[config.mk]
export PLATFORM = sky130hd
export DESIGN_NAME = msu_axis_unpack
export DESIGN_NICKNAME = d
export VERILOG_FILES = /design/src/rtl/redun_mont_pkg.sv /design/src/rtl/axis_keep_mask.sv /design/src/rtl/msu_axis_unpack.sv
export SDC_FILE = /design/constraint.sdc
export NUM_CORES = 2
export LEC_CHECK = 0
export ABC_AREA = 1
export ABC_CLOCK_PERIOD_IN_PS = 2570
export CAP_MARGIN = 10
export CORE_AREA = 2 2 421 423
export DETAILED_ROUTE_END_ITERATION = 10
export DIE_AREA = 0 0 423 425
export HOLD_SLACK_MARGIN = 0.08
export PLACE_DENSITY = 0.48
export SYNTH_ARGS = -nofsm -noshare
export SYNTH_HDL_FRONTEND = slang
export SYNTH_HIERARCHICAL = 1
export SYNTH_SLANG_ARGS = --single-unit
[constraint.sdc]
create_clock -name clk -period 2.57 [get_ports clk]
set_input_delay 0.514 -clock clk [delete_from_list [all_inputs] [get_ports clk]]
set_output_delay 0.514 -clock clk [all_outputs]
set_load 0.1 [all_outputs]
[src/rtl/redun_mont_pkg.sv]
// Shared sizing and state encoding for the modular squaring unit datapath.
// Used by the input unpacker, the output packer and their benches.
package redun_mont_pkg;

  localparam int TOT_BITS = 1024;
  localparam int AXI_LEN  = 32;

  typedef enum logic [1:0] {IDLE, LOAD, DRAIN, OUT} unpack_state_t;

  // Width of shard idx once the word is cut at out_bits; only the top shard can be short.
  function automatic int shard_width(input int idx, input int out_bits, input int axi_len);
    int rem;
    rem = out_bits - idx * axi_len;
    return (rem < axi_len) ? rem : axi_len;
  endfunction

endpackage

[src/rtl/axis_keep_mask.sv]
// Combinational AXI4-Stream byte masking: bytes whose tkeep bit is low are forced to zero.
module axis_keep_mask #(
  parameter int DATA_W = 32
) (
  input  logic [DATA_W-1:0]   data,
  input  logic [DATA_W/8-1:0] keep,
  output logic [DATA_W-1:0]   masked
);

  always_comb begin
    // NOTE: assign a default before any conditional write so no latch is inferred.
    masked = '0;
    for (int b = 0; b < DATA_W / 8; b++) begin
      if (keep[b]) masked[b*8 +: 8] = data[b*8 +: 8];
    end
  end

endmodule

[src/rtl/msu_axis_unpack.sv]
// Assembles a little-endian AXI4-Stream frame into one OUT_BITS word for the squaring core.
// Optional build macro MSU_UNPACK_ERR_CNT_EN adds a saturating malformed-frame counter (err_cnt).
module msu_axis_unpack
  import redun_mont_pkg::*;
#(
  parameter int AXI_LEN  = redun_mont_pkg::AXI_LEN,
  parameter int OUT_BITS = redun_mont_pkg::TOT_BITS
) (
  input  logic                 clk,
  input  logic                 reset,
  input  logic                 s_axis_tvalid,
  output logic                 s_axis_tready,
  input  logic [AXI_LEN-1:0]   s_axis_tdata,
  input  logic [AXI_LEN/8-1:0] s_axis_tkeep,
  input  logic                 s_axis_tlast,
  output logic                 o_val,
  input  logic                 o_rdy,
  output logic [OUT_BITS-1:0]  o_dat,
  output logic                 o_short,
  output logic                 o_long
`ifdef MSU_UNPACK_ERR_CNT_EN
  ,
  output logic [15:0]          err_cnt
`endif
);

  localparam int NUM_BEATS = (OUT_BITS + AXI_LEN - 1) / AXI_LEN;
  localparam int CNT_W     = (NUM_BEATS > 1) ? $clog2(NUM_BEATS) : 1;
  localparam logic [CNT_W-1:0] LAST_IDX = CNT_W'(NUM_BEATS - 1);

  unpack_state_t      state;
  logic [CNT_W-1:0]   cnt;
  logic [AXI_LEN-1:0] masked;
  logic               beat_ok;

  axis_keep_mask #(.DATA_W(AXI_LEN)) u_keep_mask (
    .data   (s_axis_tdata),
    .keep   (s_axis_tkeep),
    .masked (masked)
  );

  assign beat_ok = s_axis_tvalid & s_axis_tready;

  // cnt stops at LAST_IDX; leaving LOAD is decided from it, so it never needs to wrap.
  always_ff @(posedge clk) begin
    if (reset) begin
      state         <= IDLE;
      cnt           <= '0;
      s_axis_tready <= 1'b0;
      o_val         <= 1'b0;
      o_short       <= 1'b0;
      o_long        <= 1'b0;
    end else begin
      case (state)
        IDLE: begin
          s_axis_tready <= 1'b1;
          cnt           <= '0;
          state         <= LOAD;
        end
        LOAD: begin
          if (beat_ok) begin
            if (s_axis_tlast) begin
              s_axis_tready <= 1'b0;
              o_val         <= 1'b1;
              o_short       <= (cnt != LAST_IDX);
              state         <= OUT;
            end else if (cnt == LAST_IDX) begin
              o_long <= 1'b1;
              state  <= DRAIN;
            end else begin
              cnt <= cnt + 1'b1;
            end
          end
        end
        DRAIN: begin
          if (beat_ok && s_axis_tlast) begin
            s_axis_tready <= 1'b0;
            o_val         <= 1'b1;
            state         <= OUT;
          end
        end
        OUT: begin
          if (o_rdy) begin
            o_val   <= 1'b0;
            o_short <= 1'b0;
            o_long  <= 1'b0;
            state   <= IDLE;
          end
        end
        default: state <= IDLE;
      endcase
    end
  end

  // One register per beat slot; the top slot is cut to whatever remains of OUT_BITS.
  for (genvar i = 0; i < NUM_BEATS; i++) begin : g_shard
    localparam int LO = i * AXI_LEN;
    localparam int W  = shard_width(i, OUT_BITS, AXI_LEN);

    logic [W-1:0] shard_q;
    logic         we;

    assign we = beat_ok && (state == LOAD) && (cnt == CNT_W'(i));

    always_ff @(posedge clk) begin
      // NOTE: data registers are reset too, because o_dat has a defined reset value of zero.
      if (reset || state == IDLE) shard_q <= '0;
      else if (we)                shard_q <= masked[W-1:0];
    end

    assign o_dat[LO +: W] = shard_q;
  end

`ifdef MSU_UNPACK_ERR_CNT_EN
  always_ff @(posedge clk) begin
    if (reset)
      err_cnt <= '0;
    else if (o_val && o_rdy && (o_short || o_long) && (err_cnt != 16'hFFFF))
      err_cnt <= err_cnt + 16'd1;
  end
`endif

endmodule

==> impl_metrics.tcl <==
set metrics [dict create \
    crit_fanout 22 \
    ys_ff_latch 1035 \
    core_area_um2 175000 \
    io-pin-count 1069 \
    wire_per_inst_um 23.3 \
    grt_pass1_vias 32700 \
    cts_made_buffers 115 \
    initial_core_util_pct 20.7 \
    start_kind "flop" \
    swShare_pct 27.8 \
    holdWs_ps 463 \
    post_cts_resized 0 \
    drtIter0Drc 3020 \
    finalPower_mw 36.4 \
    pwr_density_cell_nw_per_um2 695 \
    timing.final.crit_share_pct 85.1 \
    cts_tree "built" \
    layout.nets 5793 \
    synth_xor_area_share_pct 0.0241 \
    yosys_warnings 6 \
    synth_compound_area_share_pct 10.8 \
    grt_overflow 0 \
    synthesis.area_um2 36300 \
    track_usage_pct 20.0 \
    row_count 154 \
    drc 0 \
    cts.sinks 1035 \
    cp.arrival_ps 2850 \
    synth_fa_ha_area_share_pct 0.379 \
    crit_chain "ha_1 > inv_1 > nor2_1 > nand2_1 > buf_12 > inv_2 > buf_12 > nand2_1 > a21oi_1" \
    hold_viol_final 0 \
    vias 36200 \
    die_h_um 425 \
    final.setup.tns_ps 0 \
    crit_slowest_cell "nor2_1" \
    grt_max_degree 168 \
    cts-root-buf "clkbuf_16" \
    drv_slew 0 \
    finalSetupViolations 0 \
    clk_latency_ps 740 \
    pwr-share-comb_pct 10.1 \
    internal_power_mw 26.3 \
    routed_wirelength_um 190000 \
    synth_top_family_by_area "simple AND/OR/NAND/NOR gates" \
    tightest_slew_ps 843 \
    drive_above_1_share_pct 25.3 \
    synth-simple-area-share_pct 26.2 \
    clock_skew_ps 23.0 \
    layout_commonest_cell "nand2_1" \
    ant_nets 0 \
    power.switching_mw 10.1 \
    seq_power_share_pct 44.3 \
    cts_buffer_depth 3 \
    criticalPathCategory "reg -> reg" \
    gp_congestion 0.811 \
    status "completed" \
    hold_path_depth 2 \
    cp.required_ps 3230 \
    syn_inst 4770 \
    grt_setup_unrepaired "false" \
    hold_buffers 0 \
    die_w_um 423 \
    clock_power_share_pct 45.5 \
    fin_crit_ps 2190 \
    placed_cells 7964 \
    area_delta_synth_final_pct 44.2 \
    mostFrequentLayoutCells "nand2_1 (1612), buf_4 (1112), dfxtp_1 (1035)" \
    hp-class "reg -> reg" \
    stdcell_area_um2 52300 \
    grt_pass1_wl_um 258000 \
    r2r_cells 9 \
    ys_seq_area_share_pct 57.1 \
    ir_drop_v 0.000487 \
    path_clk_slew_ps 60 \
    via_per_inst 4.43 \
    cp-end-kind "flop" \
    post-cts-setup-buffers 0 \
    dpl.hpwl_um 128000 \
    placed_cell_area_um2 48600 \
    numPortBuffers 1068 \
    antenna_found_initial 11 \
    htreeDepth 3 \
    syn_nets 4822 \
    yosysUniqueCellTypes 19 \
    synth.avg_cell_area_um2 7.61 \
    synthMuxAreaShare_pct 0 \
    leakage_nw 20.2 \
    slowest_delay_ps 440 \
    max_freq_mhz 457 \
    die-area_um2 180000 \
    finalNonFillerCells 8169 \
    drtPass1Iterations 5 \
    drv_cap 0 \
    slew_headroom_pct 43.8 \
]
-- logic make-up (layout without fill, tap and decap cells) --
logic type,Yosys count,count (layout)
compound gates,784,784
flops,1035,1035
other cells,0,3
xor+xnor,1,1
fa+ha+maj,11,11
simple gates,2441,2441
buf+inv,498,1554
-- metrics by stage --
step | setup slack, ps | utilization (%)
4_1_cts | 244 | 29.8
3_3_place_gp | -5.81 | 27.7
2_1_floorplan | 217 | -
3_5_place_dp | -27.9 | 27.7
6_report | 383 | 29.9
5_1_grt | 146 | 29.9
-- layout make-up --
type,count,area [um^2]
Clock buffer,178,3440
Clock inverter,24,302
Sequential cell,1035,20700
Multi-Input combinational cell,3237,13600
Inverter,88,330
Fill cell,18700,123000
Tap cell,2340,2930
Antenna cell,3,7.51
Timing Repair Buffer,1264,11000
-- cell usage after synthesis --
master / number / area [um^2]
a21oi_1: 778 / 3890
clkbuf_1: 287 / 1080
nand3_1: 13 / 65.1
nor2_1: 540 / 2030
nand2_1: 1625 / 6100
o211ai_1: 1 / 7.51
dfxtp_1: 1035 / 20700
inv_2: 30 / 113
nor2_2: 2 / 12.5
o21ai_0: 5 / 25.0
nor3_1: 258 / 1290
xor2_1: 1 / 8.76
buf_2: 101 / 505
or2_2: 1 / 6.26
buf_4: 2 / 15.0
buf_1: 20 / 75.1
ha_1: 11 / 138
nand4_1: 2 / 12.5
inv_1: 58 / 218
-- critical path, delay by kind of cell, from the launching register on --
kind,cells,cell delay [ps]
simple gates,3,730
buf+inv,4,550
compound gates,1,160
fa+ha+maj,1,220
flops,1,420
-- worst paths after layout --
kind | startpoint | end | slack [ps]
setup / recovery | cnt[1] | g_shard[19].shard_q[13] | 380
hold / removal | g_shard[17].shard_q[22] | g_shard[17].shard_q[22] | 460
setup reg to reg | cnt[1] | g_shard[19].shard_q[13] | 380
hold reg to reg | g_shard[17].shard_q[22] | g_shard[17].shard_q[22] | 460
-- state kept, by name, indices dropped and copies added (netlist names) --
signal / count
o_short: 1
s_axis_tready: 1
o_long: 1
g_shard.shard_q: 1024
o_val: 1
cnt: 5
state: 2
-- power by group through the flow --
stage / combinational (mW) / clock (mW) / sequential [mW]
after CTS: 3.70 / 17.0 / 16.1
final: 3.69 / 16.6 / 16.1
after global placement: 3.70 / 0 / 16.5
after global routing: 3.91 / 17.6 / 16.1
after detailed placement: 3.70 / 0 / 16.5
after floorplan: 1.81 / 0 / 16.7
-- metal layers --
metal  track usage [%]  up-vias  part of all wire [%]
met1              24.0    17500                    40
met4              7.79        0                   4.0
met2              35.1     1357                    50
li1                  -    17100                     -
met3              3.78      335                   6.3
met5                 0        -                     0
Note: power is estimated with default switching activity, not from simulation.
